**src/rtl/pixel_dispatcher.sv**
```systemverilog
// Raster-walks one frame, feeding each pixel's c = (re, im) to a depth engine and streaming depth out.
// calc_start 1 cycle after accept/handshake, pix_valid 1 cycle after calc_done; pix_* held until pix_ready.
module pixel_dispatcher #(
    parameter int WIDTH  = 640,
    parameter int HEIGHT = 480,
    parameter int FRAC   = 16
) (
    input  logic        sysclk,
    input  logic        reset,
    input  logic        frame_start,
    input  logic [31:0] re_origin,
    input  logic [31:0] im_origin,
    input  logic [31:0] step,
    output logic        busy,
    output logic        calc_start,
    output logic [9:0]  calc_x,
    output logic [8:0]  calc_y,
    output logic [31:0] calc_re_c,
    output logic [31:0] calc_im_c,
    input  logic        calc_done,
    input  logic [9:0]  calc_depth,
    output logic        pix_valid,
    input  logic        pix_ready,
    output logic [9:0]  pix_x,
    output logic [8:0]  pix_y,
    output logic [9:0]  pix_depth,
    output logic        pix_last
);

    if (WIDTH < 1 || WIDTH > 1024 || HEIGHT < 1 || HEIGHT > 512 || FRAC < 0 || FRAC > 31) begin : g_cfg_err
        $error("pixel_dispatcher: unsupported geometry or fraction width");
    end

    localparam logic [9:0] X_LAST = 10'(WIDTH - 1);
    localparam logic [8:0] Y_LAST = 9'(HEIGHT - 1);

    typedef enum logic [1:0] {
        S_IDLE   = 2'd0,
        S_ISSUE  = 2'd1,
        S_WAIT   = 2'd2,
        S_OUTPUT = 2'd3
    } state_t;

    state_t      r_state;
    state_t      w_next_state;

    logic [31:0] r_re_org;
    logic [31:0] r_step;
    logic [9:0]  r_x;
    logic [8:0]  r_y;
    logic [31:0] r_re_c;
    logic [31:0] r_im_c;
    logic [9:0]  r_pix_x;
    logic [8:0]  r_pix_y;
    logic [9:0]  r_pix_depth;
    logic        r_pix_last;

    logic        w_handshake;
    logic        w_x_end;

    assign w_handshake = (r_state == S_OUTPUT) && pix_ready;
    assign w_x_end     = (r_x == X_LAST);

    always_ff @(posedge sysclk or posedge reset) begin
        if (reset) begin
            r_state <= S_IDLE;
        end else begin
            r_state <= w_next_state;
        end
    end

    always_comb begin
        w_next_state = r_state;
        case (r_state)
            S_IDLE:   if (frame_start) w_next_state = S_ISSUE;
            S_ISSUE:  w_next_state = S_WAIT;
            S_WAIT:   if (calc_done) w_next_state = S_OUTPUT;
            S_OUTPUT: if (pix_ready) w_next_state = r_pix_last ? S_IDLE : S_ISSUE;
            default:  w_next_state = S_IDLE;
        endcase
    end

    // Control outputs decode only the state register, so no input reaches them combinationally.
    always_comb begin
        busy       = (r_state != S_IDLE);
        calc_start = (r_state == S_ISSUE);
        pix_valid  = (r_state == S_OUTPUT);
    end

    always_ff @(posedge sysclk or posedge reset) begin
        if (reset) begin
            r_re_org    <= '0;
            r_step      <= '0;
            r_x         <= '0;
            r_y         <= '0;
            r_re_c      <= '0;
            r_im_c      <= '0;
            r_pix_x     <= '0;
            r_pix_y     <= '0;
            r_pix_depth <= '0;
            r_pix_last  <= 1'b0;
        end else begin
            if (r_state == S_IDLE && frame_start) begin
                r_re_org <= re_origin;
                r_step   <= step;
                r_x      <= '0;
                r_y      <= '0;
                r_re_c   <= re_origin;
                r_im_c   <= im_origin;
            end
            if (r_state == S_WAIT && calc_done) begin
                r_pix_depth <= calc_depth;
                r_pix_x     <= r_x;
                r_pix_y     <= r_y;
                r_pix_last  <= w_x_end && (r_y == Y_LAST);
            end
            if (w_handshake) begin
                r_pix_last <= 1'b0;
                if (!r_pix_last) begin
                    // Screen y grows downward while the imaginary axis decreases.
                    if (w_x_end) begin
                        r_x    <= '0;
                        r_y    <= r_y + 9'd1;
                        r_re_c <= r_re_org;
                        r_im_c <= r_im_c - r_step;
                    end else begin
                        r_x    <= r_x + 10'd1;
                        r_re_c <= r_re_c + r_step;
                    end
                end
            end
        end
    end

    assign calc_x    = r_x;
    assign calc_y    = r_y;
    assign calc_re_c = r_re_c;
    assign calc_im_c = r_im_c;
    assign pix_x     = r_pix_x;
    assign pix_y     = r_pix_y;
    assign pix_depth = r_pix_depth;
    assign pix_last  = r_pix_last;

endmodule

```
**config.mk**
```make
export PLATFORM = sky130hd
export DESIGN_NAME = pixel_dispatcher
export DESIGN_NICKNAME = d
export VERILOG_FILES = /design/src/rtl/pixel_dispatcher.sv
export SDC_FILE = /design/constraint.sdc
export NUM_CORES = 1
export LEC_CHECK = 0
export ABC_AREA = 1
export CORE_MARGIN = 2
export CORE_UTILIZATION = 45
export DETAILED_ROUTE_END_ITERATION = 16
export PLACE_DENSITY = 0.82
export SETUP_SLACK_MARGIN = 0.3
export SLEW_MARGIN = 15
export SYNTH_ARGS = -nofsm -noshare
export SYNTH_HDL_FRONTEND = slang
export SYNTH_SLANG_ARGS = --single-unit
```
**constraint.sdc**
```tcl
create_clock -name sysclk -period 5.6 [get_ports sysclk]
set_input_delay 0.56 -clock sysclk [delete_from_list [all_inputs] [get_ports sysclk]]
set_output_delay 0.56 -clock sysclk [all_outputs]
set_load 0.05 [all_outputs]
```
==> qor.csv <==
stage,metric,value,unit
status,status,finished with violations,
global_route,antenna violations before repair,3,
floorplanning,Die ar.,0.0281,mm²
cts,Clock Latency Late Sink,0.46,ns
status,failing checks,design-rule violations,
setup_path,"most used cell, CP",nand2_1,
setup_path,worst path arrival time,3.37,ns
route,WL/cell,17.0,µm
synthesis,Synth Instances,1754,
sta,Final Hold Fails,0,
finish,most frequent cells in the layout,"nand2_1 (611), inv_1 (244), clkdlybuf4s50_1 (226)",
cts,clock-pin slew on the worst setup and hold paths,0.08,ns
finish,final net count,2143,
global_route,GRT Util Overall,27.8,%
finish,final instance area,0.0152,mm²
synthesis,fraction of registers with async set/reset,100,%
placement,Final HPWL DP,30000,µm
setup_path,CP peak stage delay,0.50,ns
floorplanning,die span in y,168,µm
global_route,first-pass GRT wire length,61700,µm
synthesis,Mean Syn Cell Area,6.86,µm²
floorplanning,core area,0.0261,mm²
global_route,M3 GR Usage,4.37,%
synthesis,net count after synthesis,1936,
min_path,WHS Path Cells,2,
sta,total negative slack,0,ns
global_route,vias in the first global route,11800,
floorplanning,# rows,59,
route,Initial DRC Count,966,
sta,minimum clock period,3.03,ns
cts,Hold Buf Count CTS,0,
cts,clock sink count,179,
sta,final worst path period share,54.2,%
global_route,met2 Track Usage GR,47.0,%
floorplanning,IO Pins,227,
setup_path,"Cell Chain, Critical Path","ha_1, nand2_1, nor2_2, nand2_1, inv_2, nand4_4, nor2_4, buf_4, nor2_1, a22oi_1, nand2_1",
cts,CTS HTree Levels,4,
synthesis,"Top FF cell, synth",dfrtp_1,
finish,area grow syn2layout,26.5,%
flow_run,Max-Cap Viols,0,
sta,f_max,330,MHz
sta,Rel. slew slack,33.7,%
route,Vias,12300,
route,routed wire length,39200,µm
synthesis,Ys Warns,0,
floorplanning,initial core utilization,46.0,%
sta,Worst-Margin Slew,0.994,ns
min_path,WHS Endpoint,r_re_org[13]$_DFFE_PP0P_,
cts,clock buffer depth,2,
sta,final clock skew,0.0184,ns
min_path,hold wc startpoint,r_re_org[13]$_DFFE_PP0P_,
finish,fillers,2428,
cts,CTS root buffer,clkbuf_16,
global_route,largest net degree at the start of global routing,180,
cts,clock tree from TritonCTS,built,
synthesis,sequential fraction of the synthesis area,37.2,%
setup_path,reg2reg path depth,11,
sta,Final Max Tran Viols,0,
cts,Post CTS Setup Buffer Count,0,
synthesis,unique cell type count in the Yosys netlist,42,
route,drt first pass iters,13,
setup_path,Crit Path Max Fanout,47,
sta,worst hold slack,0.478,ns
synthesis,#FFs+latches synth,179,
floorplanning,die width,168,µm
setup_path,r2r endpoint,calc_im_c[31]$_DFF_PP0_,
finish,post-layout util,58.3,%
setup_path,type of origin of the critical path,flop,
setup_path,Worst path slowest cell,buf_4,
cts,TritonCTS Buffers,17,
placement,Buffers on Ports,226,
min_path,Worst Hold Class,flop to flop,
setup_path,RR Startpoint,calc_x[0]$_DFF_PP0_,
route,DRC violation count after routing,6,
placement,GPL Wtd Cong,0.954,
route,number of vias per cell,5.34,
synthesis,Post-synth EDFFs,0,
setup_path,critical path type,flop to flop,
sta,final setup vio count,0,
global_route,GR Overflow Total,0,
synthesis,Mapped Area,0.0120,mm²
placement,area of placed instances,0.0146,mm²
global_route,met1 Usage GRT,36.7,%
route,Antenna Nets Post-Route,0,
cts,post_cts resized,0,
setup_path,worst path required time,5.94,ns
finish,proportion of layout cells with a drive suffix above 1,3.24,%
global_route,GRT Max-Usage Layer,met2,
sta,RSZ-0062 raised after global routing,no,
setup_path,Critical Path Sink Type,flop,
setup_path,flop2flop setup slack,2.57,ns
finish,"commonest non-fill, non-tap cell in the layout",nand2_1,
[worst max path at each step]
stage                   startpoint                       to  slack [ns]  depth (start not counted)
2_1_floorplan                reset   calc_im_c[0]$_DFF_PP0_        2.75                          1
3_3_place_gp             pix_ready  calc_im_c[23]$_DFF_PP0_        2.52                          8
3_5_place_dp             pix_ready  calc_im_c[31]$_DFF_PP0_        2.41                          8
4_1_cts        calc_x[0]$_DFF_PP0_  calc_im_c[24]$_DFF_PP0_        2.58                         11
5_1_grt        calc_x[1]$_DFF_PP0_  calc_im_c[31]$_DFF_PP0_        2.31                         11
6_report       calc_x[0]$_DFF_PP0_  calc_im_c[31]$_DFF_PP0_        2.57                         11
[kinds of logic after synthesis]
group,synth area share (%)
AOI/OAI and AO/OA,12.9
xor gates and xnor gates,2.26
adders and majority gates,7.51
buffers and inverters,9.41
DFF,37.2
muxes,1.22
and+or+nand+nor,29.5
[Yosys cell counts, types with 2 or more instances]
master / instances / area share [%]
a21o_1: 11 / 0.69
a21oi_1: 133 / 5.5
a22oi_1: 3 / 0.19
a31oi_1: 2 / 0.10
a32oi_1: 2 / 0.15
buf_1: 8 / 0.25
buf_2: 8 / 0.33
buf_4: 2 / 0.12
buf_6: 2 / 0.19
clkbuf_1: 25 / 0.78
dfrtp_1: 179 / 37
fa_1: 2 / 0.33
ha_1: 69 / 7.2
inv_1: 245 / 7.6
inv_2: 3 / 0.094
mux2_2: 13 / 1.2
nand2_1: 612 / 19
nand3_1: 106 / 4.4
nand3b_1: 4 / 0.25
nand4_1: 13 / 0.68
nor2_1: 109 / 3.4
nor3_1: 23 / 0.96
o211ai_1: 4 / 0.25
o21a_1: 2 / 0.12
o21ai_0: 117 / 4.9
o21bai_1: 5 / 0.31
o22ai_1: 8 / 0.42
xnor2_1: 10 / 0.73
xor2_1: 21 / 1.5
[metrics by stage]
stage	std cells	setup WS [ns]
5_1_grt	2312	2.31
6_report	2312	2.57
3_5_place_dp	2277	2.41
3_3_place_gp	2277	2.52
2_1_floorplan	1754	2.75
4_1_cts	2309	2.58
[flip-flops by register name (all words and copies together), names as in the netlist]
| name | flops |
|---|---|
| calc_im_c | 32 |
| calc_re_c | 32 |
| r_re_org | 32 |
| r_step | 32 |
| calc_x | 10 |
| pix_depth | 10 |
| pix_x | 10 |
| calc_y | 9 |
| pix_y | 9 |
| r_state | 2 |
| pix_last | 1 |
[critical path, delay by kind of cell, from the launching register on]
family                     cells  cell delay (ns)
and+or+nand+nor                7             1.43
buffers and inverters          2             0.59
DFF                            1             0.38
AOI/OAI and AO/OA              1             0.26
adders and majority gates      1             0.21
[routing by layer]
metal / share of wire, % / up-vias / wire length, µm
met3: 6.2 / 82 / 2420
met1: 43 / 5790 / 17000
li1: - / 6021 / -
met2: 48 / 446 / 18700
met4: 2.8 / 0 / 1090
met5: 0 / - / 0
[final cells by class]
type | count | area [µm²] | area share, %
antenna | 3 | 7.51 | 0.0493
multi-input combinational | 1282 | 6430 | 42.2
sequential | 179 | 4480 | 29.4
clock inverter | 15 | 201 | 1.32
clock buffer | 17 | 425 | 2.79
tap | 335 | 419 | 2.75
inverter | 248 | 936 | 6.15
timing repair buffer | 233 | 2330 | 15.3
Power is not shown: default switching activity piles up to over one toggle a cycle in this logic, so the estimate is an artifact.
